**src/rtl/cw_pkg.sv**
```systemverilog
// Shared constants for the constant-weight encoder/decoder pair: widths, the
// theta table and the (n, t) -> u selection, so both sides pick identical d.
package cw_pkg;

  localparam int N_W        = 19;
  localparam int T_W        = 4;
  localparam int D_W        = 18;
  localparam int U_W        = 5;
  localparam int GAP_W      = 18;
  localparam int BEST_D_LAT = 2;

  // theta[t] = ln(2)/t in Q0.16; the product (2n - t + 1) * theta carries 17 fractional bits
  localparam int THETA_W    = 16;
  localparam int THETA_FRAC = 17;
  localparam int PROD_W     = 36;
  localparam int U_MIN      = 2;
  localparam int U_MAX      = 17;

  typedef enum logic [3:0] {
    ST_IDLE,
    ST_CHECK,
    ST_GETGAP,
    ST_CALC,
    ST_CMP,
    ST_EMIT1,
    ST_EMIT0,
    ST_EMITB,
    ST_UPDATE,
    ST_DONE
  } state_e;

  function automatic logic [THETA_W-1:0] theta(input logic [T_W-1:0] t);
    case (t)
      4'd1:    return 16'd45426;
      4'd2:    return 16'd22713;
      4'd3:    return 16'd15142;
      4'd4:    return 16'd11357;
      4'd5:    return 16'd9085;
      4'd6:    return 16'd7571;
      4'd7:    return 16'd6489;
      4'd8:    return 16'd5678;
      4'd9:    return 16'd5047;
      4'd10:   return 16'd4543;
      4'd11:   return 16'd4130;
      4'd12:   return 16'd3786;
      4'd13:   return 16'd3494;
      4'd14:   return 16'd3245;
      4'd15:   return 16'd3028;
      default: return 16'd0;
    endcase
  endfunction

  // u = floor(log2(product)) - THETA_FRAC, clamped to [U_MIN, U_MAX]
  function automatic logic [U_W-1:0] prod_to_u(input logic [PROD_W-1:0] p);
    int msb;
    int u;
    msb = -1;
    for (int i = 0; i < PROD_W; i++) begin
      if (p[i]) msb = i;
    end
    u = msb - THETA_FRAC;
    if (u < U_MIN) u = U_MIN;
    if (u > U_MAX) u = U_MAX;
    return U_W'(u);
  endfunction

endpackage

```
**src/rtl/cw_if.sv**
```systemverilog
// Control, gap-input and bit-output signals of the constant-weight decoder.
interface cw_if;
  import cw_pkg::*;

  logic             start;
  logic [N_W-1:0]   n_init;
  logic [T_W-1:0]   t_init;
  logic             gap_valid;
  logic             gap_ready;
  logic [GAP_W-1:0] gap_in;
  logic             bit_valid;
  logic             bit_ready;
  logic             bit_out;
  logic             busy;
  logic             done;
  logic             err;

  modport master (
    output start, n_init, t_init, gap_valid, gap_in, bit_ready,
    input  gap_ready, bit_valid, bit_out, busy, done, err
  );

  modport slave (
    input  start, n_init, t_init, gap_valid, gap_in, bit_ready,
    output gap_ready, bit_valid, bit_out, busy, done, err
  );
endinterface

```
**src/rtl/cw_best_d.sv**
```systemverilog
// Registered (n, t) -> (d = 2^u, u) selector; two-stage pipeline, latency BEST_D_LAT.
module cw_best_d
  import cw_pkg::*;
(
  input  logic           clk,
  input  logic           rst,
  input  logic [N_W-1:0] n_i,
  input  logic [T_W-1:0] t_i,
  output logic [D_W-1:0] d_o,
  output logic [U_W-1:0] u_o
);

  logic [20:0]       scaled;
  logic [PROD_W-1:0] prod_q, prod_d;
  logic [U_W-1:0]    u_q, u_d;
  logic [D_W-1:0]    d_q, d_d;

  // 2n - t + 1 is twice (n - (t-1)/2), keeping the half-integer exact
  always_comb begin
    scaled = {1'b0, n_i, 1'b0} - 21'(t_i) + 21'd1;
    prod_d = PROD_W'(scaled) * PROD_W'(theta(t_i));
    u_d    = prod_to_u(prod_q);
    d_d    = D_W'(1) << u_d;
  end

  always_ff @(posedge clk) begin
    if (rst) begin
      prod_q <= '0;
      u_q    <= '0;
      d_q    <= '0;
    end else begin
      prod_q <= prod_d;
      u_q    <= u_d;
      d_q    <= d_d;
    end
  end

  assign d_o = d_q;
  assign u_o = u_q;

endmodule

```
**src/rtl/cw_decoder.sv**
```systemverilog
// Constant-weight decoder: turns support gaps of a weight-t, length-n word back
// into the serial bit string the encoder consumed.
module cw_decoder
  import cw_pkg::*;
(
  input logic clk,
  input logic rst,
  cw_if.slave bus
);

  state_e           state_q, state_d;
  logic [N_W-1:0]   n_q, n_d;
  logic [T_W-1:0]   t_q, t_d;
  logic [GAP_W-1:0] gap_q, gap_d;
  logic [D_W-1:0]   d_q, d_d;
  logic [U_W-1:0]   u_q, u_d;
  logic [U_W-1:0]   bitcnt_q, bitcnt_d;
  logic [1:0]       calc_cnt_q, calc_cnt_d;
  logic             err_q, err_d;
  logic [D_W-1:0]   bd_d;
  logic [U_W-1:0]   bd_u;

  cw_best_d u_best_d (
    .clk (clk),
    .rst (rst),
    .n_i (n_q),
    .t_i (t_q),
    .d_o (bd_d),
    .u_o (bd_u)
  );

  always_comb begin
    state_d    = state_q;
    n_d        = n_q;
    t_d        = t_q;
    gap_d      = gap_q;
    d_d        = d_q;
    u_d        = u_q;
    bitcnt_d   = bitcnt_q;
    calc_cnt_d = '0;
    err_d      = err_q;
    case (state_q)
      ST_IDLE: begin
        if (bus.start) begin
          n_d     = bus.n_init;
          t_d     = bus.t_init;
          err_d   = 1'b0;
          state_d = ST_CHECK;
        end
      end
      ST_CHECK: begin
        if (t_q == '0 || n_q <= N_W'(t_q)) state_d = ST_DONE;
        else                               state_d = ST_GETGAP;
      end
      ST_GETGAP: begin
        if (bus.gap_valid) begin
          gap_d = bus.gap_in;
          if (N_W'(bus.gap_in) >= n_q) begin
            err_d   = 1'b1;
            state_d = ST_DONE;
          end else begin
            state_d = ST_CALC;
          end
        end
      end
      // n_q/t_q are frozen here, so the selector output settles after its latency
      ST_CALC: begin
        if (calc_cnt_q == 2'(BEST_D_LAT)) begin
          d_d     = bd_d;
          u_d     = bd_u;
          state_d = ST_CMP;
        end else begin
          calc_cnt_d = calc_cnt_q + 2'd1;
        end
      end
      ST_CMP: begin
        if (D_W'(gap_q) >= d_q) state_d = ST_EMIT1;
        else                    state_d = ST_EMIT0;
      end
      ST_EMIT1: begin
        if (bus.bit_ready) begin
          gap_d   = gap_q - GAP_W'(d_q);
          n_d     = n_q - N_W'(d_q);
          state_d = ST_CALC;
        end
      end
      ST_EMIT0: begin
        if (bus.bit_ready) begin
          bitcnt_d = u_q - U_W'(1);
          state_d  = ST_EMITB;
        end
      end
      ST_EMITB: begin
        if (bus.bit_ready) begin
          if (bitcnt_q == '0) state_d = ST_UPDATE;
          else                bitcnt_d = bitcnt_q - U_W'(1);
        end
      end
      ST_UPDATE: begin
        n_d     = n_q - N_W'(gap_q) - N_W'(1);
        t_d     = t_q - T_W'(1);
        state_d = ST_CHECK;
      end
      ST_DONE: state_d = ST_IDLE;
      default: state_d = ST_IDLE;
    endcase
  end

  always_ff @(posedge clk) begin
    if (rst) begin
      state_q    <= ST_IDLE;
      n_q        <= '0;
      t_q        <= '0;
      gap_q      <= '0;
      d_q        <= '0;
      u_q        <= '0;
      bitcnt_q   <= '0;
      calc_cnt_q <= '0;
      err_q      <= 1'b0;
    end else begin
      state_q    <= state_d;
      n_q        <= n_d;
      t_q        <= t_d;
      gap_q      <= gap_d;
      d_q        <= d_d;
      u_q        <= u_d;
      bitcnt_q   <= bitcnt_d;
      calc_cnt_q <= calc_cnt_d;
      err_q      <= err_d;
    end
  end

  // Outputs depend only on registered state, so they hold steady through stalls
  assign bus.gap_ready = (state_q == ST_GETGAP);
  assign bus.bit_valid = (state_q == ST_EMIT1) || (state_q == ST_EMIT0) ||
                         (state_q == ST_EMITB);
  assign bus.bit_out   = (state_q == ST_EMIT1) ||
                         ((state_q == ST_EMITB) && gap_q[bitcnt_q]);
  assign bus.busy      = (state_q != ST_IDLE) && (state_q != ST_DONE);
  assign bus.done      = (state_q == ST_DONE);
  assign bus.err       = err_q;

endmodule

```
**src/flat_wrapper.sv**
```systemverilog
// flat-port wrapper written by rule: the top's interface ports become plain ports
module cw_decoder_flat import cw_pkg::*;
  (clk, rst, bus_start, bus_n_init, bus_t_init, bus_gap_valid, bus_gap_in, bus_bit_ready, bus_gap_ready, bus_bit_valid, bus_bit_out, bus_busy, bus_done, bus_err);
  cw_if bus_i ();
  input logic clk;
  input logic rst;
  input wire logic [$bits(bus_i.start)-1:0] bus_start;
  input wire logic [$bits(bus_i.n_init)-1:0] bus_n_init;
  input wire logic [$bits(bus_i.t_init)-1:0] bus_t_init;
  input wire logic [$bits(bus_i.gap_valid)-1:0] bus_gap_valid;
  input wire logic [$bits(bus_i.gap_in)-1:0] bus_gap_in;
  input wire logic [$bits(bus_i.bit_ready)-1:0] bus_bit_ready;
  output wire logic [$bits(bus_i.gap_ready)-1:0] bus_gap_ready;
  output wire logic [$bits(bus_i.bit_valid)-1:0] bus_bit_valid;
  output wire logic [$bits(bus_i.bit_out)-1:0] bus_bit_out;
  output wire logic [$bits(bus_i.busy)-1:0] bus_busy;
  output wire logic [$bits(bus_i.done)-1:0] bus_done;
  output wire logic [$bits(bus_i.err)-1:0] bus_err;
  assign bus_i.start = bus_start;
  assign bus_i.n_init = bus_n_init;
  assign bus_i.t_init = bus_t_init;
  assign bus_i.gap_valid = bus_gap_valid;
  assign bus_i.gap_in = bus_gap_in;
  assign bus_i.bit_ready = bus_bit_ready;
  assign bus_gap_ready = bus_i.gap_ready;
  assign bus_bit_valid = bus_i.bit_valid;
  assign bus_bit_out = bus_i.bit_out;
  assign bus_busy = bus_i.busy;
  assign bus_done = bus_i.done;
  assign bus_err = bus_i.err;
  cw_decoder u_core (.clk(clk), .rst(rst), .bus(bus_i));
endmodule
```
**config.mk**
```make
export PLATFORM = sky130hd
export DESIGN_NAME = cw_decoder_flat
export DESIGN_NICKNAME = d
export VERILOG_FILES = /design/src/rtl/cw_pkg.sv /design/src/rtl/cw_if.sv /design/src/rtl/cw_best_d.sv /design/src/rtl/cw_decoder.sv /design/src/flat_wrapper.sv
export SDC_FILE = /design/constraint.sdc
export NUM_CORES = 1
export LEC_CHECK = 0
export BUFFER_PORTS_ARGS = -buffer_cell sky130_fd_sc_hd__buf_2
export CAP_MARGIN = 10
export CORE_UTILIZATION = 46
export CTS_CLUSTER_SIZE = 14
export DETAILED_ROUTE_END_ITERATION = 16
export PLACE_DENSITY_LB_ADDON = 0.15
export RECOVER_POWER = 25
export REMOVE_ABC_BUFFERS = 1
export SETUP_SLACK_MARGIN = 0.3
export SYNTH_ARGS = -nofsm -noshare
export SYNTH_HDL_FRONTEND = slang
export SYNTH_SLANG_ARGS = --single-unit
```
**constraint.sdc**
```tcl
create_clock -name clk -period 28.3 [get_ports clk]
set_clock_uncertainty 0.1 [all_clocks]
set_input_delay 2.83 -clock clk [delete_from_list [all_inputs] [get_ports clk]]
set_output_delay 2.83 -clock clk [all_outputs]
set_load 0.01 [all_outputs]
```
==> impl.org, run 1 <==
** Finish
- Area growth, synth to finish :: 6.94%
- Number of nets in the finished design :: 3,150
- Final standard cell utilization of the core :: 0.501
- Layout cell share with drive strength beyond 1 :: 0.0548
- Multi-input gate area :: 0.0165 mm²
- Area taken by flip-flops and latches :: 0.00302 mm²
- Counting the fill cells in the layout gives 4,437.

** CTS
- The number of clock buffers added by TritonCTS is 17.
- Buffer cell driving the clock tree root :: clkbuf_16
- For this design, the CTS-stage hold fixing added 0 buffers.
- Number of buffers inserted to repair setup after CTS :: 0
- After clock tree synthesis, the repair step resized 0 gates.
- Total number of H-tree levels :: 4
- Maximum buffer depth of the clock tree :: 2
- CTS tree :: yes
- For this design, the sink count on the clock tree is 151.
- Clock latency on the worst-skew pair, taken at its later pin, is 0.44 ns.
- Worst-path clk slew :: ~0.07 ns

** Logic synthesis
- Cell variety after synth :: 73
- Most frequent cell after synthesis :: inv_1
- After synthesis, the cell types taking the most area are fa_1, dfxtp_1, ha_1, inv_1, nand2_1.
- Count of flip-flops with a built-in enable after synthesis :: 0
- Seq/Total Area, Yosys :: 0.142
- Counting flops with an async set or reset pin after synthesis yields a share of 0.
- Area fraction of the dominant cell type after synthesis :: 0.250
- Counting flops and latches in the post-synthesis netlist gives 151.
- Yosys Warn Count :: 0
- Flip-flop cell with the highest count after synthesis :: dfxtp_1
- Cell accounting for the most synthesized area :: fa_1
- Combined area of all synthesized cells :: around 0.021 mm²
- The commonest cells after synthesis are inv_1, nand2_1, fa_1, ha_1, nor2_1.
- After synthesis, the mean cell area works out to 8.22 µm².
- In the synthesized netlist, the number of instances is 2,595.

** Global route
- All-layer global routing usage :: 0.275
- The first global-routing pass estimated 102,000 µm of wire.
- Largest net degree at the start of global routing :: 75
- The initial antenna violation count is 3.
- For this run the aggregate overflow at the end of global routing stands at 0.
- The number of global-route vias before repair is 18,900.

** Setup path
- The worst setup path is launched from a register.
- Largest stage delay on the critical path :: 0.54 ns
- Worst Path Required :: around 29 ns
- CP Max Fanout :: 16
- Data arrival time of the worst path :: just under 10 ns
- CP max stage cell :: fa_1
- The critical path is of the register to register type.
- Most used cell, CP :: fa_1
- The worst setup path is captured at a register.

** Floorplan
- In this run the horizontal extent of the chip is ~220 µm.
- Io pins :: 52
- In this run the core area contains 78 standard-cell rows.
- The die covers 0.0473 mm².
- Area of the placeable core :: 0.0456 mm²
- Die H :: about 220 µm
- Initial standard-cell utilization of the core :: 0.468

** STA
- Max-slew violations :: between 70 and 80
- In the finished design, the share of the clock period the worst path needs comes to 0.340.
- Slew of the pin with the lowest slew margin :: 3.79 ns
- Total Negative Setup Slacks :: 0 ns
- Final setup violation count :: 0
- Setup repair after global routing missed its margin :: false
- The hold violation count in the final report came to 0.
- Post-route minimum period :: 9.63 ns
- Remaining max-slew budget at the tightest pin :: -1.53
- Derived from the worst setup path, the maximum achievable clock frequency is 0.104 GHz.

** Place
- Placed wire-length estimate after detailed placement :: 48,200 µm
- # port buffers :: 51
- The congestion estimate from routability-driven global placement came to 0.935.

** Run
- Maximum Capacitance Violations :: 1

** Run status
- The flow ran to the end, but the final reports show violations.
- Failing checks :: max-capacitance violations, max-slew violations

** Hold path
- The min-delay analysis places its worst path in the category register to register.

** Detailed routing
- Final Routed Wirelength :: 62,700 µm
- The routed layout has between 15,000 and 20,000 vias.
- Avg Vias per Cell :: around 5.7
- First drt pass iteration count :: 6
- Routed wire per std cell :: 19.5 µm
- Initial DRC Count :: 1,249
- Remaining antenna violation count after routing :: 0
- After detailed routing, the number of remaining DRC violations is 0.
-- routing by layer --
metal | wire length, µm | track usage
met2 | 28900 | 0.453
met3 | 3540 | 0.0356
met5 | 9 | 0
met1 | 28000 | 0.368
met4 | 2260 | 0.104
-- cell type report --
class / count / share of cell area
diodes: 3 / 0.000329
clock buffers: 18 / 0.0192
clock inverters: 13 / 0.00603
inverters: 386 / 0.0635
multi-input cells: 1953 / 0.722
flip-flops and latches: 151 / 0.132
well taps: 600 / 0.0329
repair buffers: 88 / 0.0231
-- per-stage QoR --
step	std cells	setup WS, ns	hold slack [ns]	cell area, µm²
finish	3212	18.67	0.316	22800
CTS	3209	18.65	0.314	22800
detailed placement	3178	18.71	0.304	22200
global route	3210	17.97	0.341	22800
global placement	3178	18.93	0.299	22200
floorplan	2490	19.24	0.293	20900
-- kinds of logic after synthesis --
logic type | after synthesis | synth area share
AOI/OAI and AO/OA | 487 | 0.148
xor gates and xnor gates | 79 | 0.0324
adders and majority gates | 507 | 0.391
buffers and inverters | 491 | 0.0864
DFF | 151 | 0.142
muxes | 13 | 0.00856
and+or+nand+nor | 867 | 0.192
-- cells in the final DEF (no fill, tap or decap), types with 7 or more instances in the layout --
cell	Yosys	final
mux2i_1	7	7
nor4_1	18	18
nor3_1	56	56
nand2_1	349	349
o22ai_1	8	7
xor2_1	26	26
ha_1	240	240
a211oi_1	26	26
dfxtp_1	151	151
a31oi_1	19	19
o21a_1	23	23
and3_1	14	14
buf_4	0	36
a311oi_1	9	9
buf_2	0	50
nor2_1	165	165
nand3_1	24	24
a221oi_1	27	27
inv_1	386	386
nand2b_1	42	42
xnor2_1	53	53
or4_1	9	9
a21o_1	27	27
and2_1	76	76
clkbuf_16	0	17
o211ai_1	9	9
a21oi_1	140	140
nor2b_1	52	52
o31ai_1	10	10
fa_1	267	267
nand4_1	14	14
nor3b_1	10	9
o21bai_1	10	10
or3_1	16	16
o21ai_0	112	112
-- critical path, delay by kind of cell (launching register included) --
| kind | cells | cell delay, ns |
|---|---|---|
| buffers and inverters | 6 | 0.56 |
| AND/OR/NAND/NOR | 6 | 1.13 |
| AO/OA/AOI/OAI | 11 | 2.52 |
| multiplexers | 1 | 0.33 |
| adder cells (fa/ha/maj) | 10 | 4.16 |
| XOR/XNOR | 2 | 0.28 |
| flip-flops | 1 | 0.40 |
-- worst paths after layout --
kind                                            from                    endpoint  slack [ns]  depth (start not counted)
worst min register to register  u_core.calc_cnt_q[0]        u_core.calc_cnt_q[0]        0.32                          1
worst max-delay path                   u_core.t_q[2]  u_core.u_best_d.prod_q[35]       18.67                         36
worst max register to register         u_core.t_q[2]  u_core.u_best_d.prod_q[35]       18.67                         36
worst min-delay path            u_core.calc_cnt_q[0]        u_core.calc_cnt_q[0]        0.32                          1
Power of run 1 is not shown: default switching activity piles up to over one toggle a cycle in this logic, so the estimate is an artifact.
==> inputs of run 2 (changes only) <==
ABC_AREA = 1   (was not set)
clock period = 9.6 ns   (was 28.3 ns; I/O delays follow)
==> run 2 against run 1 <==
  * The flow still finishes with violations (max-capacitance violations, max-slew violations)
  * Die area fell by 2.1%
  * Critical endpoint unchanged
  * Wire length is 3.0% lower
  * Global-route usage up 0.10 points
  * First-iteration DRC count grew 19%
  * Register-to-register slack lost 18 ns
  * Critical path depth grew 22
  * Synthesized cell count is 8.8% higher
  * Via count increased by 1.1%
  * Sequential share of layout area up 0.12 points
  * Synthesized area is 2.1% lower
  * Highest routed layer is now met4
  * Cell area down 0.75%
  * Clock-buffer cell count decreased by 1
==> impl.org, run 2 <==
** Setup path
- Number of buffers and inverters on the critical path :: 8 (+2)
- Count of cell instances traversed by the critical path :: 58 (+61%)
- Crit path kind :: register to register
- The required arrival time at the worst endpoint is 9.87 ns (-18.66 ns).
- The number of cell instances on the worst register-to-register path was 58 (+61%).
- CP startpoint kind :: register
- The largest incremental delay on the critical path is 0.54 ns (about the same).
- CP Max Fanout :: 5 (-11)
- Data arrival time of the worst path :: 9.41 ns (-0.45 ns)
- Endpoint of the lowest-slack register-to-register path :: u_core.u_best_d.prod_q[35]
- STA classifies the critical path endpoint as a register.
- On the critical path, the stage with the largest delay is an instance of fa_1.
- Among cell families on the critical path, the largest total delay comes from adder cells.
- Setup slack, reg-to-reg :: 0.46 ns (-18.21 ns)
- The worst register-to-register path begins at u_core.t_q[3].

** Detailed routing
- Routed wire per std cell :: 17.6 µm (-9.6%)
- Overall via count from detail_route :: 18,400 (+1.1%)
- First drt pass iteration count :: 5 (-1)
- Final Routed Wirelength :: 60,800 µm (-3.0%)
- Initial DRC Count :: 1,491 (+19%)
- The detailed-route vias per instance is 5.33 (-5.8%).
- The residual antenna-violating net count after detailed routing is 0 (unchanged).
- The number of DRC violations after detailed routing was 0 (unchanged).

** STA
- Max-slew violations :: 142 (+89%)
- Setup repair after global routing could not meet its margin everywhere.
- Share of the cycle needed by the critical path after routing :: 0.952 (+0.612)
- The smallest setup slack after layout was 0.462 ns (-18.21 ns).
- The worst max-slew margin expressed relative to the limit came to -1.31 (+0.216).
- Number of hold violations in the final report :: 0 (unchanged)
- Post-route minimum period :: 9.14 ns (-0.491 ns)
- Maximum clock frequency :: 0.109 GHz (+5.4%)
- Slew of the pin with the lowest slew margin :: 3.47 ns (-0.324 ns)
- The total of endpoints with negative setup slack in the final report came to 0 (unchanged).

** Logic synthesis
- Combined area of all synthesized cells :: 0.0209 mm² (-2.1%)
- Cell accounting for the most synthesized area :: fa_1
- The distinct cell type count of the synthesized netlist came to 56 (-23%).
- The sequential fraction of the synthesis area came to 0.145 (+0.00305).
- inv_1 is the most common cell in the netlist.
- The cell count after synthesis was 2,823 (+8.8%).
- Count of flip-flops with a built-in enable after synthesis :: 0 (unchanged)
- Avg Inst Size Synth :: 7.40 µm² (-10%)
- The proportion of synthesized flip-flops having asynchronous set or reset came to 0 (unchanged).
- The flip-flop and latch count after synthesis was 151 (unchanged).
- The count of warnings emitted by yosys is 0 (unchanged).
- Flip-flop cell with the highest count after synthesis :: dfxtp_1
- Cell types occupying the most area after synthesis :: fa_1, dfxtp_1, ha_1, inv_1, nand2_1
- Most common library cells after synthesis :: inv_1, nand2_1, nor2_1, fa_1, ha_1
- The area share of the leading cell type in the synthesized netlist is 0.256 (+0.00540).

** CTS
- The clock latency on the worst-skew pair came to 0.50 ns (+0.06 ns).
- TritonCTS built the clock tree.
- # clock sinks :: 151 (unchanged)
- The maximum number of buffers from clock root to sink came to 2 (unchanged).
- The clock transition time at the flip-flop clock pins of the worst setup and hold paths came to 0.07 ns (about the same).
- The depth of the CTS H-tree is 4 (unchanged).
- CTS Buf Count :: 17 (unchanged)
- Buffer cell driving the clock tree root :: clkbuf_16

** Floorplan
- The initial standard-cell utilization of the core is 0.469 (+0.00109).
- The width of the die is 215 µm (-1.1%).
- Area of the placeable core :: 0.0445 mm² (-2.3%)
- Die H :: 215 µm (-1.1%)
- The number of placement rows is 77 (-1.3%).
- Full die area :: 0.0463 mm² (-2.1%)
- The number of top-level pins is 52 (unchanged).

** Finish
- Area growth, synth to finish :: 8.42%
- Count of antenna diodes in the layout :: 0 (-3)
- Layout cell share with drive strength beyond 1 :: 0.0722 (+0.0173)
- In the layout the commonest cells are inv_1, nand2_1, fa_1, nor2_1, ha_1.
- The library cell used most frequently in the layout, excluding fill and tap cells, is inv_1.
- Number of nets in the finished design :: 3,395 (+7.8%)

** Run status
- The final reports fail on max-capacitance violations, max-slew violations.
- The flow ran to the end, but the final reports show violations.

** Global route
- Total gr overflow :: 0 (unchanged)
- The first-pass GRT wire length came to 99,000 µm (-3.1%).
- Number of global-route vias before repair :: 18,300 (-2.7%)
- The overall fraction of global-route tracks in use was 0.276 (+0.00101).
- The initial antenna violation count came to 1 (-2).
- The pin count of the biggest net entering global routing is 69 (-8.0%).

** Place
- Pre-CTS setup slack :: 0.357 ns (-18.35 ns)
- Placer Congestion :: 0.929 (-0.66%)
- # port buffers :: 51 (unchanged)
- Placed wire-length estimate after detailed placement :: 49,300 µm (+2.4%)

** Hold path
- The startpoint identified for the worst hold timing path is u_core.calc_cnt_q[0].
- Min-delay worst type :: register to register
- The number of cells traversed by the worst hold path is 1 (unchanged).
- The worst hold path terminates at u_core.calc_cnt_q[0].

** Run
- The reported max-cap violation count is 3 (+2).
-- run 2: how the worst max path moves through the flow --
stage | startpoint | to
floorplan | u_core.t_q[3] | u_core.u_best_d.prod_q[35]
global placement | u_core.t_q[2] | u_core.u_best_d.prod_q[35]
detailed placement | u_core.t_q[3] | u_core.u_best_d.prod_q[35]
CTS | u_core.t_q[2] | u_core.u_best_d.prod_q[35]
global route | u_core.t_q[3] | u_core.u_best_d.prod_q[35]
finish | u_core.t_q[3] | u_core.u_best_d.prod_q[35]
-- run 2: cells by family (layout without fill, tap and decap cells) --
group | count (synthesis) | in the layout | share of synthesized area
xor+xnor | 23 | 23 | 0.00964
buf+inv | 694 | 726 | 0.126
compound gates | 473 | 473 | 0.129
fa+ha+maj | 507 | 507 | 0.400
simple gates | 975 | 975 | 0.191
flops | 151 | 151 | 0.145
-- run 2: metrics by stage --
stage                     area [µm²]  setup TNS (ns)  hold WS, ns  utilization  cells
after floorplan                20500               0        0.297            -   2739
after global placement         21700               0        0.305        0.488   3405
after detailed placement       21700               0        0.310        0.488   3405
after CTS                      22400               0        0.321        0.503   3437
after global routing           22600         -0.0703        0.333        0.509   3447
final                          22600               0        0.320        0.509   3447
-- run 2: what timing repair did --
item,4_1_cts,5_1_grt
setup endpoints to repair,1,8
hold buffers,0,0
resized for setup,1,58
pin swaps,0,43
buffers inserted,0,10
-- run 2: cell type report --
type                            count  area [µm²]
Clock buffer                       17         425
Clock inverter                     15         208
Fill cell                        4478       21900
Inverter                          610        2300
Multi-Input combinational cell   1978       15400
Sequential cell                   151        3030
Tap cell                          592         741
Timing Repair Buffer               84         498
-- run 2: per-layer routing --
layer  part of all wire  vias up  global-route usage
met2               0.45      508               0.436
met1               0.47     8905               0.391
met4              0.025        0              0.0832
met5                  0        -                   0
li1                   -     8857                   -
met3              0.055       90              0.0412
Power of run 2 is left out for the same reason.
